## src/rtl/puf_eval_controller.sv

```systemverilog
// -----------------------------------------------------------------------------
// puf_eval_controller
//
// Purpose:
//   Runs a PUF through NUM_EVALS reset/trigger/sample rounds for one challenge
//   and PDL configuration. Each response bit is majority-voted over the
//   rounds. The controller returns the voted response, its XOR-reduce, and a
//   per-bit mask of bits that did not agree across all rounds.
//
// Handshakes:
//   Both start_* and resp_* follow strict valid/ready semantics. A transfer
//   happens on a rising clk edge where valid and ready are both high. Once
//   resp_valid is raised, it and all resp_* values stay constant until that
//   transfer. start_ready is high only in IDLE, so at most one request is ever
//   in flight. A new start can be accepted no earlier than the cycle after the
//   resp transfer.
//
// Ports:
//   clk               rising-edge clock
//   reset             asynchronous, active-low; returns everything to IDLE
//   start_valid       request present
//   start_ready       request accepted when high together with start_valid
//   challenge_in      challenge, latched on the start transfer
//   pdl_config_in     PDL delay configuration, latched on the start transfer
//   abort             cancels a request in ARM/FIRE/SAMPLE (ignored in IDLE/DONE)
//   puf_reset         active-high clear to the PUF arbiters
//   puf_trigger       launch level to the PUF
//   puf_challenge     latched challenge, stable for the whole request
//   puf_pdl_config    latched configuration, stable for the whole request
//   puf_raw_response  raw PUF response, sampled once per round
//   resp_valid        voted result available (DONE)
//   resp_ready        consumer accepts the result
//   resp_data         majority-voted response
//   resp_xor          XOR-reduce of resp_data
//   resp_unstable     bit i set when bit i differed between rounds
//   busy              controller is not in IDLE
//   state_dbg         current FSM state encoding (debug observation)
//
// All outputs come straight from flops. No input has a combinational path to
// any output.
// -----------------------------------------------------------------------------
module puf_eval_controller #(
    parameter int CHALLENGE_WIDTH  = 32,
    parameter int PDL_CONFIG_WIDTH = 128,
    parameter int RESPONSE_WIDTH   = 6,
    parameter int NUM_EVALS        = 7,
    parameter int RESET_CYCLES     = 4,
    parameter int SETTLE_CYCLES    = 16
) (
    input  logic                        clk,
    input  logic                        reset,
    input  logic                        start_valid,
    output logic                        start_ready,
    input  logic [CHALLENGE_WIDTH-1:0]  challenge_in,
    input  logic [PDL_CONFIG_WIDTH-1:0] pdl_config_in,
    input  logic                        abort,
    output logic                        puf_reset,
    output logic                        puf_trigger,
    output logic [CHALLENGE_WIDTH-1:0]  puf_challenge,
    output logic [PDL_CONFIG_WIDTH-1:0] puf_pdl_config,
    input  logic [RESPONSE_WIDTH-1:0]   puf_raw_response,
    output logic                        resp_valid,
    input  logic                        resp_ready,
    output logic [RESPONSE_WIDTH-1:0]   resp_data,
    output logic                        resp_xor,
    output logic [RESPONSE_WIDTH-1:0]   resp_unstable,
    output logic                        busy,
    output logic [2:0]                  state_dbg
);

    // -------------------------------------------------------------------------
    // Parameter legality
    // -------------------------------------------------------------------------
    generate
        if ((NUM_EVALS < 1) || (NUM_EVALS > 255) || ((NUM_EVALS % 2) == 0)) begin : g_bad_num_evals
            $error("puf_eval_controller: NUM_EVALS must be odd and within 1..255");
        end
        if (RESET_CYCLES < 1) begin : g_bad_reset_cycles
            $error("puf_eval_controller: RESET_CYCLES must be at least 1");
        end
        if (SETTLE_CYCLES < 1) begin : g_bad_settle_cycles
            $error("puf_eval_controller: SETTLE_CYCLES must be at least 1");
        end
    endgenerate

    // -------------------------------------------------------------------------
    // Widths
    // -------------------------------------------------------------------------
    // ones counters must be able to hold NUM_EVALS itself
    localparam int ONES_W    = $clog2(NUM_EVALS + 1);
    localparam int IDX_W     = (NUM_EVALS > 1) ? $clog2(NUM_EVALS) : 1;
    localparam int MAX_PHASE = (RESET_CYCLES > SETTLE_CYCLES) ? RESET_CYCLES : SETTLE_CYCLES;
    localparam int CNT_W     = (MAX_PHASE > 1) ? $clog2(MAX_PHASE) : 1;

    typedef enum logic [2:0] {
        S_IDLE   = 3'd0,
        S_ARM    = 3'd1,
        S_FIRE   = 3'd2,
        S_SAMPLE = 3'd3,
        S_DONE   = 3'd4
    } state_t;

    state_t                state;
    state_t                state_next;
    logic [CNT_W-1:0]      phase_cnt;
    logic [IDX_W-1:0]      round_idx;
    logic [ONES_W-1:0]     ones     [RESPONSE_WIDTH];
    logic [ONES_W-1:0]     ones_inc [RESPONSE_WIDTH];
    logic                  accept;
    logic                  sample_en;
    logic                  last_round;
    logic [RESPONSE_WIDTH-1:0] vote_data;
    logic [RESPONSE_WIDTH-1:0] vote_unstable;

    assign state_dbg  = state;
    assign last_round = (round_idx == IDX_W'(NUM_EVALS - 1));

    // -------------------------------------------------------------------------
    // Next-state logic
    // -------------------------------------------------------------------------
    always_comb begin
        state_next = state;
        accept     = 1'b0;
        sample_en  = 1'b0;
        case (state)
            S_IDLE: begin
                // abort has no meaning here; a same-cycle start still goes ahead
                if (start_valid) begin
                    accept     = 1'b1;
                    state_next = S_ARM;
                end
            end
            S_ARM: begin
                if (abort) begin
                    state_next = S_IDLE;
                end else if (phase_cnt == CNT_W'(RESET_CYCLES - 1)) begin
                    state_next = S_FIRE;
                end
            end
            S_FIRE: begin
                if (abort) begin
                    state_next = S_IDLE;
                end else if (phase_cnt == CNT_W'(SETTLE_CYCLES - 1)) begin
                    state_next = S_SAMPLE;
                end
            end
            S_SAMPLE: begin
                if (abort) begin
                    state_next = S_IDLE;
                end else begin
                    sample_en  = 1'b1;
                    state_next = last_round ? S_DONE : S_ARM;
                end
            end
            S_DONE: begin
                // resp_valid is high for the whole of DONE, so resp_ready alone completes the transfer
                if (resp_ready) begin
                    state_next = S_IDLE;
                end
            end
            default: state_next = S_IDLE;
        endcase
    end

    // -------------------------------------------------------------------------
    // Vote arithmetic on the counters as they will be after this sample
    // -------------------------------------------------------------------------
    always_comb begin
        for (int i = 0; i < RESPONSE_WIDTH; i++) begin
            ones_inc[i] = ones[i];
            // saturate rather than wrap, even though NUM_EVALS samples cannot overflow
            if (puf_raw_response[i] && (ones[i] != ONES_W'(NUM_EVALS))) begin
                ones_inc[i] = ones[i] + ONES_W'(1);
            end
            vote_data[i]     = (ones_inc[i] > ONES_W'(NUM_EVALS / 2));
            vote_unstable[i] = (ones_inc[i] != '0) && (ones_inc[i] != ONES_W'(NUM_EVALS));
        end
    end

    // -------------------------------------------------------------------------
    // State, counters, latches and registered outputs
    // -------------------------------------------------------------------------
    always_ff @(posedge clk or negedge reset) begin
        if (!reset) begin
            state          <= S_IDLE;
            phase_cnt      <= '0;
            round_idx      <= '0;
            for (int i = 0; i < RESPONSE_WIDTH; i++) begin
                ones[i] <= '0;
            end
            start_ready    <= 1'b1;
            busy           <= 1'b0;
            puf_reset      <= 1'b1;
            puf_trigger    <= 1'b0;
            puf_challenge  <= '0;
            puf_pdl_config <= '0;
            resp_valid     <= 1'b0;
            resp_data      <= '0;
            resp_xor       <= 1'b0;
            resp_unstable  <= '0;
        end else begin
            state <= state_next;

            // Outputs are decoded from the state being entered so they line up
            // with that state while still coming from flops.
            start_ready <= (state_next == S_IDLE);
            busy        <= (state_next != S_IDLE);
            puf_reset   <= (state_next == S_IDLE) || (state_next == S_ARM) || (state_next == S_DONE);
            puf_trigger <= (state_next == S_FIRE) || (state_next == S_SAMPLE);
            resp_valid  <= (state_next == S_DONE);

            // Phase counter restarts on every state change, including SAMPLE->ARM
            if ((state_next == state) && ((state == S_ARM) || (state == S_FIRE))) begin
                phase_cnt <= phase_cnt + CNT_W'(1);
            end else begin
                phase_cnt <= '0;
            end

            if (accept) begin
                puf_challenge  <= challenge_in;
                puf_pdl_config <= pdl_config_in;
                round_idx      <= '0;
                for (int i = 0; i < RESPONSE_WIDTH; i++) begin
                    ones[i] <= '0;
                end
            end

            if (sample_en) begin
                for (int i = 0; i < RESPONSE_WIDTH; i++) begin
                    ones[i] <= ones_inc[i];
                end
                if (!last_round) begin
                    round_idx <= round_idx + IDX_W'(1);
                end
            end

            // Result is captured once, on the way into DONE, and held until consumed
            if ((state == S_SAMPLE) && (state_next == S_DONE)) begin
                resp_data     <= vote_data;
                resp_xor      <= ^vote_data;
                resp_unstable <= vote_unstable;
            end else if ((state == S_DONE) && (state_next == S_IDLE)) begin
                resp_data     <= '0;
                resp_xor      <= 1'b0;
                resp_unstable <= '0;
            end
        end
    end

endmodule

```

## config.mk

```make
export PLATFORM = sky130hd
export DESIGN_NAME = puf_eval_controller
export DESIGN_NICKNAME = d
export VERILOG_FILES = /design/src/rtl/puf_eval_controller.sv
export SDC_FILE = /design/constraint.sdc
export NUM_CORES = 1
export LEC_CHECK = 0
export BUFFER_PORTS_ARGS = -buffer_cell sky130_fd_sc_hd__buf_4
export CORE_ASPECT_RATIO = 2
export CORE_MARGIN = 3
export CORE_UTILIZATION = 45
export DETAILED_ROUTE_END_ITERATION = 10
export GPL_TIMING_DRIVEN = 0
export HOLD_SLACK_MARGIN = 0.12
export PLACE_DENSITY_LB_ADDON = 0.15
export SKIP_CTS_REPAIR_TIMING = 1
export SLEW_MARGIN = 20
export SYNTH_ARGS = -nofsm -noshare
export SYNTH_HDL_FRONTEND = slang
export SYNTH_SLANG_ARGS = --single-unit
```

## constraint.sdc

```tcl
create_clock -name clk -period 5.2 [get_ports clk]
set_input_delay 1.04 -clock clk [delete_from_list [all_inputs] [get_ports clk]]
set_output_delay 1.04 -clock clk [all_outputs]
set_load 0.01 [all_outputs]
```

==> flow_summary.toml, run 1 <==
[critical_path]
crit_top_cell = "buf_2"
end_kind = "flip-flop"
crit_fanout = 10
cp_num_buf_inv = 3
cp_cell_sequence = "buf_2 > nor4b_4 > buf_2 > buf_2 > nand2_1 > nand2_1"
slowest_stage = "nor4b_4"
max_stage_delay_ps = 650
arrival_ps = 2620
cp.depth = 6
crit_family = "buffers and inverters"
ff2ff_setup_slack_ps = 2990
path_class = "reg2reg"
required_ps = 5610
crit_path_start_kind = "flip-flop"
r2r_cells = 6

[synthesis]
ys_ff_latch = 206
ys_types = 45
synth.area.top_cells = "dfrtp_1 (61%), nand2_1 (22%), ha_1 (2.2%), buf_2 (1.8%), o2bb2ai_1 (1.4%)"
yosysWarnings = 0
synth_top_area_share = 0.6079
netlist.top_cell.by_area = "dfrtp_1"
synth_nets = 1080
syn_inst = 894
synth-edff-count = 0
async_reset_ff_frac = 1.000
seq_area_frac_synth = 0.6141
syn_area_sq_um = 8398
avgSynthCellArea_sq_um = 9.394
synth_ff_type = "dfrtp_1"

[clocking]
worstSkewPairLatency_ps = 480
cts_buffers = 19
h-tree-depth = 1
ctsLongestPathBuffers = 3
cts_sinks = 206
cts-root-buf = "clkbuf_16"
clkSlewWorstSetupHoldPaths_ps = 70
cts_tree = "done"

[power_and_ir_drop]
p_per_area_nw_per_um2 = 386.8
power_mw = 4.639
power.leakage_nw = 6.658
peakVddDrop_mv = 0.3220

[outcome]
status = "finished clean"

[die]
ios = 352
start_util = 0.4588
coreArea_sq_um = 18310
rows = 70
fp.dieW_um = 102.6
fp.dieH_um = 199.2
dieArea_sq_um = 20440

[detailed_routing]
first_pass_iters = 4
detail_route.wl_per_cell_um = 16.72
drtIter0Drc = 180
vias = 7326
wl_um = 25000
drc = 0
drtAntennaViolNets = 0
via_per_inst = 4.900

[sta]
maxSlewViolCount = 0
period_share = 0.4247
finClkSkew_ps = 17.51
finalCriticalPeriod_ps = 2209
timing.setup.tns_ps = 0
tightest_slew_ps = 688.0
rsz0062_at_grt = "false"
hold_viol = 0
slew_headroom = 0.5394
fmax_mhz = 452.8
worst_hold_slack_ps = 433.0
finalSetupViolations = 0

[cells_and_area]
drive_gt1_frac = 0.3315
antenna_cells = 0
area_growth_pct = 42.82
num-nets-final = 1454

[global_route]
grt_pass1_vias = 7571
grtUsageTotal = 0.2395
grt-ovfl-total = 0
antenna_found_initial = 0
grt_max_degree = 98
grt_pass1_wl_um = 38230

[hold_path]
hp-class = "in2async"

[place]
hpwl_um = 19410
gp_congestion = 0.8018
io_buffer_count = 351

[flow_run]
maxCapViolations = 0
-- through the flow --
stage / instances / utilization / worst slack [ps] / instance area [sq um]
after floorplan: 894 / - / 2972 / 8398
after global placement: 1461 / 0.6175 / 1595 / 11300
after detailed placement: 1463 / 0.6209 / 2469 / 11370
after CTS: 1495 / 0.6552 / 2931 / 11990
after global routing: 1495 / 0.6552 / 2818 / 11990
final: 1495 / 0.6552 / 2991 / 11990
-- cell usage after synthesis, types with 3 or more instances --
| cell type | number |
|---|---|
| nor3_1 | 13 |
| a32o_1 | 6 |
| nand3_1 | 5 |
| mux2i_1 | 6 |
| nor2_1 | 4 |
| a21oi_1 | 8 |
| clkbuf_1 | 8 |
| o21ai_1 | 6 |
| xnor2_1 | 3 |
| buf_2 | 31 |
| o2bb2ai_1 | 13 |
| nand2_1 | 498 |
| a311oi_1 | 6 |
| dfrtp_1 | 204 |
| o31ai_1 | 7 |
| nor2b_1 | 4 |
| buf_6 | 3 |
| nand2b_1 | 9 |
| o21ai_0 | 9 |
| ha_1 | 15 |
| a31oi_1 | 7 |
-- where the power goes --
part	switching, mW	leakage, nW	internal, mW
logic	0.611	3.75	0.568
registers	0.153	2.60	1.88
clock network	0.583	0.308	0.843
-- cell type report --
type	count	area (sq um)
buffer	43	226.5
clock inverter	3	65.06
tap	216	270.3
clock buffer	29	563.0
timing repair buffer	353	2698
multi-input combinational	643	3007
inverter	2	7.507
sequential	206	5157
fill	1589	6311
-- worst register-to-register path, delay by kind of cell, from the launching register on --
kind | cells | cell delay [ps]
and+or+nand+nor | 3 | 850
DFF | 1 | 410
buffers and inverters | 3 | 880
-- placed cells by master (no fill, tap or decap), types with 2 or more instances in the layout --
| cell | count |
|---|---|
| o2bb2ai_1 | 13 |
| clkbuf_16 | 19 |
| buf_4 | 351 |
| nor2b_1 | 4 |
| a21oi_1 | 8 |
| a21boi_0 | 2 |
| buf_6 | 3 |
| a31oi_1 | 7 |
| o21ai_0 | 9 |
| dfstp_2 | 2 |
| dfrtp_1 | 204 |
| mux2i_1 | 6 |
| inv_1 | 2 |
| o21ai_1 | 6 |
| buf_2 | 31 |
| and3_1 | 2 |
| a311oi_1 | 6 |
| clkbuf_8 | 5 |
| clkbuf_1 | 13 |
| a32o_1 | 6 |
| nand3_1 | 5 |
| ha_1 | 15 |
| nor2_1 | 4 |
| nor3_1 | 13 |
| xnor2_1 | 3 |
| xor2_1 | 2 |
| bufinv_16 | 2 |
| o31ai_1 | 7 |
| buf_16 | 2 |
| nand2_1 | 498 |
| nand2b_1 | 9 |
-- layer usage --
layer | part of all wire | track usage | up-vias
li1 | - | - | 3594
met1 | 0.35 | 0.2601 | 3407
met2 | 0.53 | 0.4333 | 271
met3 | 0.084 | 0.07023 | 54
met4 | 0.038 | 0.08418 | 0
met5 | 0 | 0 | -
-- state kept, by name (all words and copies together) (netlist names), 3 cells and up --
name,flops
resp_unstable,6
puf_pdl_config,128
puf_challenge,32
resp_data,6
ones,18
phase_cnt,4
round_idx,3
state_dbg,3
-- cell families (layout without fill, tap and decap cells) --
logic type / count (synthesis) / count (layout) / synth area share
and+or+nand+nor: 548 / 548 / 0.2631
buffers and inverters: 45 / 430 / 0.02786
AOI/OAI and AO/OA: 68 / 68 / 0.05751
muxes: 6 / 6 / 0.007152
adders and majority gates: 15 / 15 / 0.02235
xor gates and xnor gates: 6 / 6 / 0.007897
DFF: 206 / 206 / 0.6141
-- worst paths after layout --
path,start,endpoint
worst max register to register,state_dbg[0]$_DFF_PN0_,puf_pdl_config[94]$_DFFE_PN0P_
min in group clk,phase_cnt[0]$_DFF_PN0_,phase_cnt[0]$_DFF_PN0_
worst max-delay path,state_dbg[0]$_DFF_PN0_,puf_pdl_config[94]$_DFFE_PN0P_
worst min-delay path,reset,puf_pdl_config[95]$_DFFE_PN0P_
max in group asynchronous,reset,puf_reset$_DFF_PN1_
worst min register to register,phase_cnt[0]$_DFF_PN0_,phase_cnt[0]$_DFF_PN0_
No activity file was read; power rests on OpenSTA's default activity.
==> inputs of run 2 (changes only) <==
- CORE_UTILIZATION: 45 -> 43
- clock period: 5.2 -> 1.9 ns (I/O delays scaled with it)
==> run 2 against run 1 <==
Flip-flop and latch count unchanged. Clock skew shrank 4.8 ps. Clock power grew to 2.8 times the previous value. Combinational power grew to 3.1 times the previous value. Fmax increased by 8.4%. Largest power group unchanged. Routed wire length is 16% higher. The run now ends with setup timing left. Sequential share of layout area is 5.8 points lower. First-iteration DRC count grew 67%. Critical path type unchanged.
==> flow_summary.toml, run 2 (synthesized netlist as in run 1, its figures left out) <==
[detailed_routing]
detail_route.wl_per_cell_um = 16.98
via_per_inst = 4.888
drc = 0
drtIter0Drc = 300
drtAntennaViolNets = 0
vias = 8315
first_pass_iters = 7
wl_um = 28880

[sta]
hold_viol = 0
period_share = 1.073
setup_slack_ps = -138.1
fmax_mhz = 490.7
finalSetupViolations = 1
finClkSkew_ps = 12.66
finalCriticalPeriod_ps = 2038
maxSlewViolCount = 0
slew_headroom = 0.6787
rsz0062_at_grt = "true"
tightest_slew_ps = 482.0

[hold_path]
whs_path_depth = 3
hp-class = "in2reg"

[die]
coreArea_sq_um = 19010
ios = 352
start_util = 0.4418
dieArea_sq_um = 21350
fp.dieW_um = 104.8
rows = 71
fp.dieH_um = 203.6

[critical_path]
r2r_cells = 7
end_kind = "flip-flop"
crit_fanout = 5
cp.depth = 7
max_stage_delay_ps = 430
required_ps = 2320
cp_num_buf_inv = 0
cp_cell_sequence = "ha_2 > ha_4 > nor2b_4 > mux2i_4 > xor2_1 > xnor3_1 > o2bb2ai_2"
arrival_ps = 2460
path_class = "reg2reg"
crit_family = "XOR/XNOR gates"
slowest_stage = "xnor3_1"
crit_path_start_kind = "flip-flop"

[power_and_ir_drop]
peakVddDrop_mv = 0.8931
power.leakage_nw = 7.397
p_per_area_nw_per_um2 = 954.0

[place]
dpl_cell_area_sq_um = 11430
io_buffer_count = 351
hpwl_um = 19580
gp_congestion = 0.8511

[cells_and_area]
layout_common_cells = "nand2_1 (498), buf_4 (362), dfrtp_1 (204)"
nFillCells = 1380
regMostFlops = "puf_pdl_config"
num-nets-final = 1620
top_regs = "puf_pdl_config x128, puf_challenge x32, ones x18"
final_util = 0.7296
drive_gt1_frac = 0.3176
layout_commonest_cell = "nand2_1"
largest_register_ff_count = 128
postLayoutCellArea_sq_um = 13870
area_growth_pct = 65.15

[global_route]
antenna_found_initial = 1
grtUsageTotal = 0.2326
grt-ovfl-total = 0
grt_pass1_vias = 7514
grt_max_degree = 96
grt_pass1_wl_um = 39660

[outcome]
status = "finished, violations left"
violations = "setup timing"

[clocking]
ctsLongestPathBuffers = 3
cts_sinks = 206
cts_buffers = 19
clkSlewWorstSetupHoldPaths_ps = 70
cts-root-buf = "clkbuf_16"
cts_tree = "done"
worstSkewPairLatency_ps = 490
h-tree-depth = 1

[flow_run]
maxCapViolations = 0
==> run 2: cell types whose count changed in the layout (fill, tap and decap cells not counted), sizes merged <==
cell         before  now
dlygate4sd3       0  157
buf             388  398
clkbuf           37   30
clkinv            1    5
bufinv            2    3
diode             0    1
inv               2    3
==> run 2: layout make-up <==
type                            count  area [sq um]  area share
Antenna cell                        1         2.502   0.0001804
Buffer                             41         242.7     0.01750
Clock buffer                       23         520.5     0.03753
Clock inverter                      9         123.9    0.008931
Inverter                            2         7.507   0.0005413
Multi-Input combinational cell    643          3144      0.2267
Sequential cell                   206          5157      0.3719
Tap cell                          255         319.1     0.02300
Timing Repair Buffer              521          4352      0.3138
==> run 2: worst paths after layout <==
path / to / slack (ps) / start
max: resp_xor$_DFFE_PN0P_ / -140 / ones[10]$_DFFE_PN0P_
min: puf_pdl_config[11]$_DFFE_PN0P_ / 90 / pdl_config_in[11]
max reg2reg: resp_xor$_DFFE_PN0P_ / -140 / ones[10]$_DFFE_PN0P_
min reg2reg: puf_challenge[27]$_DFFE_PN0P_ / 470 / puf_challenge[27]$_DFFE_PN0P_
max in group asynchronous: puf_challenge[25]$_DFFE_PN0P_ / 680 / reset
min in group asynchronous: puf_challenge[5]$_DFFE_PN0P_ / 400 / reset
==> run 2: power by group <==
| group | total, mW | internal (mW) | switching (mW) |
|---|---|---|---|
| Combinational | 3.62 | 1.79 | 1.83 |
| Sequential | 5.59 | 5.15 | 0.446 |
| Clock | 4.02 | 2.36 | 1.66 |
| Total | 13.2 | 9.30 | 3.93 |
==> run 2: through the flow <==
| step | hold WS [ps] | worst slack, ps | TNS (ps) | instances | power (mW) |
|---|---|---|---|---|---|
| 3_3_place_gp | 458.7 | -1036 | -246910 | 1500 | 8.829 |
| 3_5_place_dp | 317.6 | -404.5 | -40770 | 1502 | 8.918 |
| 6_report | 93.62 | -138.1 | -138.1 | 1701 | 13.23 |
| 2_1_floorplan | 84.41 | 6.987 | 0 | 894 | 6.887 |
| 4_1_cts | -211.9 | -417.9 | -42820 | 1534 | 12.97 |
| 5_1_grt | 116.3 | -195.3 | -292.9 | 1701 | 13.89 |
==> run 2: metal layers <==
| metal | part of all wire | vias up | routed length [um] | global-route usage |
|---|---|---|---|---|
| li1 | - | 3939 | - | - |
| met1 | 0.35 | 3947 | 10070 | 0.2503 |
| met2 | 0.54 | 347 | 15550 | 0.4327 |
| met3 | 0.069 | 82 | 1993 | 0.05828 |
| met4 | 0.044 | 0 | 1269 | 0.08822 |
| met5 | 0 | - | 0 | 0 |
==> run 2: worst reg2reg max path, cell delays in order, from the launching register on <==
cell and delay [ps]:
dfrtp_1 420, ha_2 200, ha_4 160, nor2b_4 190, mux2i_4 280, xor2_1 160, xnor3_1 430, o2bb2ai_2 120
==> inputs of run 3 (changes only) <==
- CORE_ASPECT_RATIO: 2 -> unset
==> run 3 against run 2 <==
Non-clock buffer count rose by 6. Combinational power rose by 1%. Largest power group unchanged. Via count rose by 0.95%. Die area fell by 0.48%. Final cell count rose by 1.1%. First-iteration DRC count rose by 12%. The run still ends with setup timing left. Setup slack got worse by 42 ps. Sequential share of layout area fell by 0.32 points.
==> flow_summary.toml, run 3 (synthesized netlist as in run 1, its figures left out) <==
[hold_path]
min_from = "challenge_in[11]"
hp-class = "in2reg"

[detailed_routing]
wl_um = 29730
drc = 0
drtIter0Drc = 336
detail_route.wl_per_cell_um = 17.29
first_pass_iters = 4
drtAntennaViolNets = 0
vias = 8394
via_per_inst = 4.883

[place]
gp_congestion = 0.8266
dpl_cell_area_sq_um = 11430
io_buffer_count = 351
hpwl_um = 18800

[sta]
setup_slack_ps = -179.6
slew_headroom = 0.6092
hold_viol = 0
rsz0062_at_grt = "true"
finClkSkew_ps = 9.610
fmax_mhz = 480.9
finalCriticalPeriod_ps = 2080
period_share = 1.095
finalSetupViolations = 1
tightest_slew_ps = 586.2
maxSlewViolCount = 0

[clocking]
cts_sinks = 206
cts_buffers = 23
ctsLongestPathBuffers = 3
clkSlewWorstSetupHoldPaths_ps = 60
h-tree-depth = 1
cts-root-buf = "clkbuf_16"
worstSkewPairLatency_ps = 490
cts_tree = "done"

[critical_path]
crit_fanout = 5
end_kind = "flip-flop"
crit_top_cell = "ha_2"
slowest_stage = "dfrtp_1"
required_ps = 2310
path_class = "reg2reg"
crit_path_start_kind = "flip-flop"
r2r_start = "ones[6]$_DFFE_PN0P_"
cp_num_buf_inv = 0
max_stage_delay_ps = 430
crit_family = "XOR/XNOR gates"
cp_cell_sequence = "ha_2 > ha_2 > and2b_2 > mux2i_4 > xnor2_1 > xnor3_1 > o2bb2ai_1"
arrival_ps = 2480
crit_start = "ones[6]$_DFFE_PN0P_"

[global_route]
grtUsageTotal = 0.2285
grt-ovfl-total = 0
grt_pass1_wl_um = 39300
use_met3 = 0.05419
grt_max_degree = 76
grtUsageMet2 = 0.3803
antenna_found_initial = 2
met1_usage = 0.2859
grt_pass1_vias = 7294
grt.busiest_layer = "met2"

[cells_and_area]
final_util = 0.7380
regArea_sq_um = 5157
top_regs = "puf_pdl_config x128, puf_challenge x32, ones x18"
largest_register_ff_count = 128
regMostFlops = "puf_pdl_config"
layout_common_cells = "nand2_1 (498), buf_4 (370), dfrtp_1 (204)"
drive_gt1_frac = 0.3212
num-nets-final = 1630
layout_commonest_cell = "nand2_1"
nFillCells = 1289
area_growth_pct = 66.57
postLayoutCellArea_sq_um = 13990
multiInputGateArea_sq_um = 3133

[die]
dieArea_sq_um = 21240
start_util = 0.4430
fp.dieW_um = 145.8
fp.dieH_um = 145.8
coreArea_sq_um = 18960
rows = 50
ios = 352

[power_and_ir_drop]
peakVddDrop_mv = 0.7551
power.leakage_nw = 7.444
p_per_area_nw_per_um2 = 983.1

[outcome]
status = "finished, violations left"
violations = "setup timing"

[flow_run]
maxCapViolations = 0
## run 3: cell types whose count changed in the layout (fill, tap and decap cells not counted), sizes merged
cell and delta:
diode +1, inv -1, clkinv -2, clkbuf +12, dlygate4sd3 -4, buf +7
## run 3: routing by layer
layer | wire [um] | vias to the layer above
li1 | - | 3966
met1 | 11240 | 4008
met2 | 14900 | 327
met3 | 2089 | 93
met4 | 1493 | 0
met5 | 0 | -
## run 3: power breakdown
part	internal [mW]	switching [mW]	total [mW]
Combinational	1.78	1.89	3.67
Sequential	5.15	0.445	5.60
Clock	2.77	1.71	4.48
## run 3: worst paths after layout
kind	to	slack [ps]	cells after the start
setup / recovery	resp_xor$_DFFE_PN0P_	-180	7
hold / removal	puf_challenge[11]$_DFFE_PN0P_	90	3
setup reg to reg	resp_xor$_DFFE_PN0P_	-180	7
hold reg to reg	phase_cnt[0]$_DFF_PN0_	460	1
max in group asynchronous	resp_data[3]$_DFFE_PN0P_	370	4
min in group asynchronous	puf_pdl_config[62]$_DFFE_PN0P_	440	2
## run 3: area by class of cell
class / count / area share
Sequential cell: 206 / 0.3687
Buffer: 43 / 0.01673
Timing Repair Buffer: 525 / 0.3125
Tap cell: 260 / 0.02326
Antenna cell: 2 / 0.0003578
Clock inverter: 6 / 0.007513
Multi-Input combinational cell: 643 / 0.2240
Inverter: 2 / 0.0005367
Clock buffer: 32 / 0.04642
## run 3: tightest hold or removal path, cell delays in order
cell	delay [ps]
buf_4	80
nand2_1	40
nand2_1	40
## run 3: through the flow
stage	setup WS (ps)	setup TNS, ps	std cells	total power, mW	hold slack, ps
2_1_floorplan	6.987	0	894	6.887	84.41
3_3_place_gp	-1065	-229360	1505	8.813	449.5
3_5_place_dp	-208.4	-17340	1507	8.913	389.6
4_1_cts	-242.8	-21440	1545	13.43	-128.3
5_1_grt	-255.7	-542.9	1719	14.39	104.6
6_report	-179.6	-179.6	1719	13.75	89.62
